File: src/rtl/sequenciador_estados_if.sv
// Handshake bundle between the control FSM / timer side and the timed-state sequencer.
// master: the environment (controller plus timer); slave: the sequencer itself.
interface sequenciador_estados_if #(
  parameter int unsigned STATE_W = 2
);
  logic               start;
  logic               abort;
  logic               loop_en;
  logic               next_state;
  logic               activate;
  logic [STATE_W-1:0] state;
  logic               busy;
  logic               step_pulse;
  logic               done;

  modport master (
    output start,
    output abort,
    output loop_en,
    output next_state,
    input  activate,
    input  state,
    input  busy,
    input  step_pulse,
    input  done
  );

  modport slave (
    input  start,
    input  abort,
    input  loop_en,
    input  next_state,
    output activate,
    output state,
    output busy,
    output step_pulse,
    output done
  );
endinterface

File: src/rtl/sequenciador_estados.sv
// Timed-state sequencer: holds activate high until the pulse timer reports an elapsed
// interval, then drops activate for two cycles so the timer clears, and advances the step.
// Every output is a register; the comb processes compute their next values.
module sequenciador_estados #(
  parameter int unsigned NUM_STATES = 4,
  parameter int unsigned STATE_W    = 2
) (
  input logic                   i_clock,
  input logic                   i_reset_n,
  sequenciador_estados_if.slave io_bus
);

  typedef enum logic [1:0] {StIdle, StArm, StRelease, StDone} fsm_e;

  localparam logic [STATE_W-1:0] LastStep = STATE_W'(NUM_STATES - 1);

  fsm_e               r_fsm;
  logic [STATE_W-1:0] r_state;
  logic               r_activate;
  logic               r_busy;
  logic               r_step_pulse;
  logic               r_done;
  logic               r_arm_first;  // high during the first ARM cycle after entry
  logic               r_rel_cnt;    // 0 on the first RELEASE cycle, 1 on the second

  fsm_e               w_fsm_d;
  logic [STATE_W-1:0] w_state_d;
  logic               w_activate_d;
  logic               w_busy_d;
  logic               w_step_pulse_d;
  logic               w_done_d;
  logic               w_arm_first_d;
  logic               w_rel_cnt_d;
  logic               w_ns_hit;
  logic               w_last;

  // A qualified timer indication: ARM, past the settle cycle.
  assign w_ns_hit = (r_fsm == StArm) && !r_arm_first && io_bus.next_state;
  assign w_last   = (r_state >= LastStep);

  // State register: FSM plus every registered output, synchronous active-low reset.
  always_ff @(posedge i_clock) begin
    if (!i_reset_n) begin
      r_fsm        <= StIdle;
      r_state      <= '0;
      r_activate   <= 1'b0;
      r_busy       <= 1'b0;
      r_step_pulse <= 1'b0;
      r_done       <= 1'b0;
      r_arm_first  <= 1'b0;
      r_rel_cnt    <= 1'b0;
    end else begin
      r_fsm        <= w_fsm_d;
      r_state      <= w_state_d;
      r_activate   <= w_activate_d;
      r_busy       <= w_busy_d;
      r_step_pulse <= w_step_pulse_d;
      r_done       <= w_done_d;
      r_arm_first  <= w_arm_first_d;
      r_rel_cnt    <= w_rel_cnt_d;
    end
  end

  // Next-state logic; abort overrides everything, including a simultaneous next_state.
  always_comb begin
    w_fsm_d = r_fsm;
    if (io_bus.abort) begin
      w_fsm_d = StIdle;
    end else begin
      unique case (r_fsm)
        StIdle:    if (io_bus.start) w_fsm_d = StArm;
        StArm: begin
          if (w_ns_hit) begin
            w_fsm_d = (w_last && !io_bus.loop_en) ? StDone : StRelease;
          end
        end
        StRelease: if (r_rel_cnt) w_fsm_d = StArm;
        StDone:    w_fsm_d = StIdle;
        default:   w_fsm_d = StIdle;
      endcase
    end
  end

  // Output logic: next values of the registered outputs, derived from the next FSM state.
  always_comb begin
    w_activate_d   = (w_fsm_d == StArm);
    w_busy_d       = (w_fsm_d != StIdle);
    w_done_d       = (w_fsm_d == StDone);
    w_step_pulse_d = w_ns_hit && !io_bus.abort;
    w_arm_first_d  = (r_fsm != StArm);
    w_rel_cnt_d    = (r_fsm == StRelease) && (w_fsm_d == StRelease);
    w_state_d      = r_state;
    if (w_fsm_d == StIdle) begin
      w_state_d = '0;
    end else if (w_step_pulse_d) begin
      // Last step holds its index into DONE; otherwise wrap or increment.
      if (w_last) begin
        w_state_d = io_bus.loop_en ? '0 : LastStep;
      end else begin
        w_state_d = r_state + STATE_W'(1);
      end
    end
  end

  assign io_bus.activate   = r_activate;
  assign io_bus.state      = r_state;
  assign io_bus.busy       = r_busy;
  assign io_bus.step_pulse = r_step_pulse;
  assign io_bus.done       = r_done;

endmodule

File: src/flat_wrapper.sv
// flat-port wrapper written by rule: the top's interface ports become plain ports
module sequenciador_estados_flat 
#(
  parameter int unsigned NUM_STATES = 4,
  parameter int unsigned STATE_W    = 2
)
  (i_clock, i_reset_n, io_bus_start, io_bus_abort, io_bus_loop_en, io_bus_next_state, io_bus_activate, io_bus_state, io_bus_busy, io_bus_step_pulse, io_bus_done);
  sequenciador_estados_if #(.STATE_W(STATE_W)) io_bus_i ();
  input logic i_clock;
  input logic i_reset_n;
  input wire logic [$bits(io_bus_i.start)-1:0] io_bus_start;
  input wire logic [$bits(io_bus_i.abort)-1:0] io_bus_abort;
  input wire logic [$bits(io_bus_i.loop_en)-1:0] io_bus_loop_en;
  input wire logic [$bits(io_bus_i.next_state)-1:0] io_bus_next_state;
  output wire logic [$bits(io_bus_i.activate)-1:0] io_bus_activate;
  output wire logic [$bits(io_bus_i.state)-1:0] io_bus_state;
  output wire logic [$bits(io_bus_i.busy)-1:0] io_bus_busy;
  output wire logic [$bits(io_bus_i.step_pulse)-1:0] io_bus_step_pulse;
  output wire logic [$bits(io_bus_i.done)-1:0] io_bus_done;
  assign io_bus_i.start = io_bus_start;
  assign io_bus_i.abort = io_bus_abort;
  assign io_bus_i.loop_en = io_bus_loop_en;
  assign io_bus_i.next_state = io_bus_next_state;
  assign io_bus_activate = io_bus_i.activate;
  assign io_bus_state = io_bus_i.state;
  assign io_bus_busy = io_bus_i.busy;
  assign io_bus_step_pulse = io_bus_i.step_pulse;
  assign io_bus_done = io_bus_i.done;
  sequenciador_estados #(.NUM_STATES(NUM_STATES), .STATE_W(STATE_W)) u_core (.i_clock(i_clock), .i_reset_n(i_reset_n), .io_bus(io_bus_i));
endmodule
File: config.mk
export PLATFORM = sky130hd
export DESIGN_NAME = sequenciador_estados_flat
export DESIGN_NICKNAME = d
export VERILOG_FILES = /design/src/rtl/sequenciador_estados_if.sv /design/src/rtl/sequenciador_estados.sv /design/src/flat_wrapper.sv
export SDC_FILE = /design/constraint.sdc
export NUM_CORES = 1
export LEC_CHECK = 0
export BUFFER_PORTS_ARGS = -buffer_cell sky130_fd_sc_hd__buf_4
export CAP_MARGIN = 20
export CORE_AREA = 5 5 42 44
export DETAILED_ROUTE_END_ITERATION = 12
export DIE_AREA = 0 0 47 49
export HOLD_SLACK_MARGIN = 0.02
export SYNTH_ARGS = -nofsm -noshare
export SYNTH_HDL_FRONTEND = slang
export SYNTH_SLANG_ARGS = --single-unit
File: constraint.sdc
create_clock -name i_clock -period 1.95 [get_ports i_clock]
set_input_delay 0.0975 -clock i_clock [delete_from_list [all_inputs] [get_ports i_clock]]
set_output_delay 0.0975 -clock i_clock [all_outputs]
set_load 0.02 [all_outputs]
==> key figures, run 1 <==
Status
  – Result of the run: finished clean

Floorplan
  – Height of the chip: around 49 µm
  – Top Ports: 12
  – Starting density of the core: 0.301
  – Site row count: 14
  – Core Footprint: 1400 µm²
  – Horizontal extent of the die: 47 µm
  – Die outline area: 2300 µm²

Finish
  – Fraction of final layout cells with drive strength greater than 1: 0.358
  – Fill cell count: approximately 140
  – Area Growth Syn to Fin: 29.7%
  – Post-route cell area: 547 µm²
  – Post-layout nets: 62
  – ANT cells: 0

GRT
  – Wire length of the first global-routing pass: approximately 1400 µm
  – Vias in the first global route: between 300 and 400
  – Number of antenna violations at the first check in global routing: 0
  – Total routing usage reported by global routing: 0.0899
  – Pin count of the biggest net entering global routing: 9
  – GRT Residual Overflow: 0

CTS
  – TritonCTS clock tree: built
  – Num CTS Buffers: 3
  – Cts-stage hold buffer count: 0
  – Sink count of the clock tree: 10
  – Buffer type at the clock tree root: sky130_fd_sc_hd__clkbuf_4
  – Post-CTS Setup Bufs: 0
  – Clock tree buffer depth: 2
  – Worst-Skew Late Latency: between 0.2 and 0.3 ns
  – CTS HTree Levels: 1
  – PostCTS Resize Cnt: 0
  – Clock-pin transition on the worst setup and hold timing paths: 0.06 ns

STA
  – Final critical-path required period: approximately 1.4 ns
  – Max-slew violations: 0
  – Final clock period utilization by the worst path: 0.697
  – Worst-case clock skew: between 0.003 and 0.004 ns
  – Slew Limit Headroom: 0.821
  – Slew at the pin closest to its max-slew limit: between 0.2 and 0.3 ns
  – Number of endpoints failing setup at the final stage: 0
  – Max Clock Freq: between 0.7 and 0.8 GHz
  – Setup repair after global routing missed its margin: false
  – Final hold violations: 0
  – Accumulated negative setup slack: 0 ns

Yosys
  – Count of cell types in the netlist: 23
  – Post-synthesis sequential area ratio: 0.475
  – Post-synthesis area per instance: between 10 and 15 µm²
  – Number of synthesis warnings: 0
  – Mapped cell area: about 420 µm²
  – Number of synthesized register bits: 10
  – Synthesized instance count: 39
  – Synthesized Nets: 46

Place
  – Placer congestion estimate: ~0.70
  – HPWL after detailed placement: 650 µm
  – Instance area after placement: around 520 µm²
  – PortBufs: 11

Detailed routing
  – Residual DRC count: 0
  – Total vias in the final route: ~320
  – Total Routed Length: a little over 800 µm
  – Number of DRC markers after the initial detailed-route iteration: 3
  – Routed wirelength normalized by instance count: 11.7 µm
  – Number of search-and-repair iterations in the first detailed-routing pass: 2
  – Detailed-route vias per instance: 4.68
  – Final antenna-violating net count: 0

Worst setup path
  – Type of the worst setup path: reg -> reg
  – Register-to-register path setup slack: a little under 0.6 ns
  – Critical path fanouts, max: 4
  – Crit start category: register
  – Data required, critical path: around 2.1 ns
  – WP data arrival: roughly 1.5 ns
  – Capturing element type of the critical path: register

Min path
  – Path type of the worst min-delay path: in -> reg

Power
  – Static Leak: between 0.2 and 0.25 nW
  – Pwr Density: approximately 700 nW/µm²
  – IR drop worst, VDD: approximately 0.00042 V

Run
  – Max_cap viols: 0
==> layout make-up <==
type / instances / area (µm²) / share of cell area
Sequential cell: 10 / 200 / 0.366
Timing Repair Buffer: 11 / 82.6 / 0.151
Clock buffer: 3 / 22.5 / 0.0412
Tap cell: 16 / 20.0 / 0.0366
Inverter: 3 / 11.3 / 0.0206
Multi-Input combinational cell: 26 / 210 / 0.384
==> cell usage in the layout (no fill, tap or decap), drive strengths merged <==
master and instances:
or3b 1, nor2 3, o221a 1, ha 1, buf 11, nor4b 1
o211a 1, clkbuf 3, nand4bb 1, nand2b 2, nor3 2, a32o 1
nor2b 1, and2 1, nand2 1, o21ai 1, nand3b 1, dfxtp 10
o21bai 2, or2 1, inv 3, a211oi 2, a21oi 2
==> flip-flops by register name, summed over array words and instances, names as in the netlist <==
signal,cells
u_core.r_fsm,2
u_core.r_rel_cnt,1
u_core.io_bus.activate,1
u_core.io_bus.done,1
u_core.io_bus.state,2
u_core.r_arm_first,1
u_core.io_bus.step_pulse,1
u_core.io_bus.busy,1
==> critical path: stages, from the launching register on <==
cell and delay, ns:
sky130_fd_sc_hd__dfxtp_1 0.39, sky130_fd_sc_hd__ha_1 0.20, sky130_fd_sc_hd__nand2b_1 0.10, sky130_fd_sc_hd__a32o_1 0.33, sky130_fd_sc_hd__nor4b_4 0.25
==> routing by layer <==
metal	vias up	share of wire	GRT usage
met2	11	0.39	0.104
met1	137	0.50	0.116
met4	0	0.036	0.0691
li1	171	-	-
met3	4	0.077	0.0517
met5	-	0	0
==> cells by family after synthesis <==
group / Yosys count / synth area share
and+or+nand+nor: 15 / 0.267
buffers and inverters: 3 / 0.0267
AOI/OAI and AO/OA: 10 / 0.202
DFF: 10 / 0.475
adders and majority gates: 1 / 0.0297
==> metrics by stage <==
stage          utilization  std cells  power, mW  setup slack, ns  hold WS, ns
3_5_place_dp         0.374         66      0.255            0.617        0.328
5_1_grt              0.390         69      0.408            0.506       0.0454
6_report             0.390         69      0.383            0.591       0.0620
4_1_cts              0.390         69      0.390            0.590       0.0527
2_1_floorplan            -         39      0.237            0.577        0.170
3_3_place_gp         0.374         66      0.255            0.607        0.324
==> Yosys cell counts <==
library cell / number / area share
sky130_fd_sc_hd__a211oi_1: 1 / 0.018
sky130_fd_sc_hd__a21oi_2: 1 / 0.021
sky130_fd_sc_hd__nand2_1: 1 / 0.0089
sky130_fd_sc_hd__nor2b_1: 1 / 0.015
sky130_fd_sc_hd__nor4b_4: 1 / 0.056
sky130_fd_sc_hd__o221a_2: 1 / 0.027
sky130_fd_sc_hd__o21bai_1: 2 / 0.036
sky130_fd_sc_hd__a32o_1: 1 / 0.024
sky130_fd_sc_hd__dfxtp_1: 10 / 0.47
sky130_fd_sc_hd__or2_1: 1 / 0.015
sky130_fd_sc_hd__or3b_1: 1 / 0.021
sky130_fd_sc_hd__and2_1: 1 / 0.015
sky130_fd_sc_hd__nand3b_1: 1 / 0.018
sky130_fd_sc_hd__a211oi_2: 1 / 0.030
sky130_fd_sc_hd__nand4bb_2: 1 / 0.039
sky130_fd_sc_hd__nor3_1: 2 / 0.024
sky130_fd_sc_hd__a21oi_1: 1 / 0.012
sky130_fd_sc_hd__o21ai_0: 1 / 0.012
sky130_fd_sc_hd__ha_1: 1 / 0.030
sky130_fd_sc_hd__nor2_1: 3 / 0.027
sky130_fd_sc_hd__inv_1: 3 / 0.027
sky130_fd_sc_hd__nand2b_1: 2 / 0.030
sky130_fd_sc_hd__o211a_1: 1 / 0.024
==> path summary, 6_finish.rpt <==
path | startpoint | endpoint | cells after the start
setup / recovery | u_core.io_bus.state[0] | u_core.io_bus.done | 4
hold / removal | io_bus_abort | u_core.io_bus.done | 2
setup reg to reg | u_core.io_bus.state[0] | u_core.io_bus.done | 4
hold reg to reg | u_core.r_fsm[1] | u_core.r_arm_first | 2
==> report_power, final <==
part,leakage (nW),internal [mW],switching [mW]
registers,0.0815,0.210,0.00404
logic,0.128,0.0181,0.0182
clock network,0.0138,0.0709,0.0624
total,0.224,0.299,0.0846
Power figures use the tool's default switching activity.
==> inputs of run 2 (changes only) <==
clock period = 1.2 ns   (was 1.95 ns; I/O delays follow)
==> run 2 against run 1 <==
Flip-flop and latch count is the same. Clock power grew 77%. Fmax grew 14%. Highest routed layer unchanged.
==> key figures, run 2 (synthesized netlist as in run 1, its figures left out) <==
Detailed routing
  – Number of search-and-repair iterations in the first detailed-routing pass: 4 (was 2)
  – Routed wirelength normalized by instance count: 11.4 µm (was 11.7 µm)
  – Detailed-route vias per instance: 4.66 (was 4.68)
  – Total Routed Length: 863 µm (was 810 µm)
  – Residual DRC count: 0 (unchanged)
  – Final antenna-violating net count: 0 (unchanged)
  – Number of DRC markers after the initial detailed-route iteration: 7 (was 3)
  – Total vias in the final route: 354 (was 323)

STA
  – Max Clock Freq: 0.841 GHz (was 0.736 GHz)
  – Final critical-path required period: 1.19 ns (was 1.36 ns)
  – Final clock period utilization by the worst path: 0.991 (was 0.697)
  – Final hold violations: 0 (unchanged)
  – Setup repair after global routing missed its margin: true (was false)
  – Max-slew violations: 0 (unchanged)
  – Worst-case clock skew: 0.00406 ns (was 0.00333 ns)
  – Slew Limit Headroom: 0.831 (was 0.821)
  – Number of endpoints failing setup at the final stage: 0 (unchanged)
  – Slew at the pin closest to its max-slew limit: 0.253 ns (was 0.267 ns)
  – Accumulated negative setup slack: 0 ns (unchanged)

Power
  – IR drop worst, VDD: 0.000564 V (was 0.000419 V)
  – Switching Fraction: 0.240 (was 0.221)
  – Power share of the sequential group: 0.526 (was 0.558)
  – Pwr Density: 1010 nW/µm² (was 701 nW/µm²)
  – Static Leak: 0.262 nW (was 0.224 nW)
  – Net Switching: 155 µW (was 84.6 µW)
  – Part of the power in the clock network: 0.364 (was 0.348)
  – Combinational group share of total power: 0.110 (was 0.095)
  – Internal power summed over all cells: 491 µW (was 299 µW)

Floorplan
  – Die outline area: 2300 µm² (unchanged)
  – Core Footprint: 1400 µm² (unchanged)
  – Height of the chip: 49 µm (unchanged)
  – Top Ports: 12 (unchanged)
  – Horizontal extent of the die: 47 µm (unchanged)
  – Starting density of the core: 0.301 (unchanged)
  – Site row count: 14 (unchanged)

Min path
  – Path type of the worst min-delay path: in -> reg (unchanged)
  – Worst hold stages: 2 (unchanged)

Finish
  – Cell Count, Final, Fillers Out: 76 (was 69)
  – Area Growth Syn to Fin: 51.6% (was 29.7%)
  – ANT cells: 0 (unchanged)
  – Post-layout nets: 68 (was 62)
  – Fraction of final layout cells with drive strength greater than 1: 0.533 (was 0.358)
  – Commonest non-fill, non-tap cell in the layout: sky130_fd_sc_hd__buf_4 (unchanged)
  – Most frequent cells in the layout: 16 x sky130_fd_sc_hd__buf_4, 6 x sky130_fd_sc_hd__dfxtp_1 (was 11 x sky130_fd_sc_hd__buf_4, 10 x sky130_fd_sc_hd__dfxtp_1, 3 x sky130_fd_sc_hd__inv_1, 3 x sky130_fd_sc_hd__nor2_1, 3 x sky130_fd_sc_hd__clkbuf_4)

Worst setup path
  – Data required, critical path: 1.39 ns (was 2.12 ns)
  – Capturing element type of the critical path: register (unchanged)
  – Type of the worst setup path: reg -> reg (unchanged)
  – WP data arrival: 1.38 ns (was 1.53 ns)
  – Cells on worst reg2reg path: 3 (was 4)
  – Crit start category: register (unchanged)
  – Critical path fanouts, max: 7 (was 4)

GRT
  – GRT Residual Overflow: 0 (unchanged)
  – Total routing usage reported by global routing: 0.0925 (was 0.0899)
  – Number of antenna violations at the first check in global routing: 0 (unchanged)
  – Pin count of the biggest net entering global routing: 8 (was 9)
  – Vias in the first global route: 331 (was 319)
  – Wire length of the first global-routing pass: 1480 µm (was 1410 µm)

CTS
  – Clock-pin transition on the worst setup and hold timing paths: 0.07 ns (was 0.06 ns)
  – Worst-Skew Late Latency: 0.26 ns (about the same)
  – Post-CTS Setup Bufs: 0 (unchanged)
  – CTS HTree Levels: 1 (unchanged)
  – Num CTS Buffers: 3 (unchanged)
  – Clock tree buffer depth: 2 (unchanged)
  – Sink count of the clock tree: 10 (unchanged)
  – TritonCTS clock tree: built (unchanged)
  – Buffer type at the clock tree root: sky130_fd_sc_hd__clkbuf_4 (unchanged)

Place
  – Placed instance count: 71 (was 66)
  – PortBufs: 11 (unchanged)
  – HPWL after detailed placement: 672 µm (was 650 µm)
  – Placer congestion estimate: 0.829 (was 0.702)

Run
  – Max_cap viols: 0 (unchanged)

Status
  – Result of the run: finished clean (unchanged)
[run 2: cell types whose count changed in the layout (fill, tap and decap cells not counted), sizes merged]
cell,before,now
buf,11,16
clkinv,0,1
dlygate4sd3,0,1
[run 2: timing repair]
| action | in CTS | in global routing |
|---|---|---|
| setup endpoints to repair | 1 | 4 |
| gates resized for setup | 2 | 3 |
| pin swaps | 1 | 1 |
| endpoints found under the hold margin | 1 | 0 |
| hold buffers | 1 | 0 |
[run 2: path summary, 6_finish.rpt]
check / startpoint / slack (ns) / endpoint
worst min register to register: u_core.r_fsm[0] / 0.49 / u_core.r_arm_first
worst max register to register: u_core.r_fsm[1] / 0.01 / u_core.io_bus.done
worst min-delay path: i_reset_n / 0.04 / u_core.r_fsm[1]
worst max-delay path: u_core.r_fsm[1] / 0.01 / u_core.io_bus.done
[run 2: critical path, stage by stage (launching register included)]
cell and delay (ns):
sky130_fd_sc_hd__dfxtp_4 0.37, sky130_fd_sc_hd__or3b_4 0.40, sky130_fd_sc_hd__a21oi_4 0.15, sky130_fd_sc_hd__nor4b_4 0.19
[run 2: cell type report]
type / instances / area, µm²
Multi-Input combinational cell: 26 / 239
Tap cell: 16 / 20.0
Inverter: 3 / 11.3
Timing Repair Buffer: 17 / 130
Sequential cell: 10 / 213
Clock inverter: 1 / 3.75
Clock buffer: 3 / 22.5
Fill cell: 149 / 762
[run 2: metrics by stage]
step | setup slack (ns) | area (µm²) | utilization | hold slack [ns] | total power, mW
3_3_place_gp | -0.00144 | 584 | 0.417 | 0.292 | 0.415
2_1_floorplan | 0.000932 | 444 | - | 0.132 | 0.381
3_5_place_dp | -0.0167 | 584 | 0.417 | 0.291 | 0.415
5_1_grt | -0.0389 | 639 | 0.456 | 0.0453 | 0.690
6_report | 0.0107 | 639 | 0.456 | 0.0421 | 0.646
4_1_cts | -0.000111 | 631 | 0.450 | 0.0347 | 0.659
[run 2: power groups by stage]
stage | clock, mW | sequential (mW) | combinational [mW]
2_1_floorplan | 0 | 0.354 | 0.0269
3_3_place_gp | 0 | 0.349 | 0.0664
3_5_place_dp | 0 | 0.349 | 0.0662
4_1_cts | 0.247 | 0.341 | 0.0708
5_1_grt | 0.273 | 0.341 | 0.0768
6_report | 0.235 | 0.340 | 0.0711
[run 2: metal layers]
| layer | vias to the layer above | wire length [µm] | GRT usage | share of wire |
|---|---|---|---|---|
| met5 | - | 0 | 0 | 0 |
| met4 | 0 | 8 | 0.0415 | 0.0093 |
| met3 | 2 | 68 | 0.0554 | 0.079 |
| met2 | 12 | 378 | 0.122 | 0.44 |
| met1 | 155 | 406 | 0.118 | 0.47 |
| li1 | 185 | - | - | - |
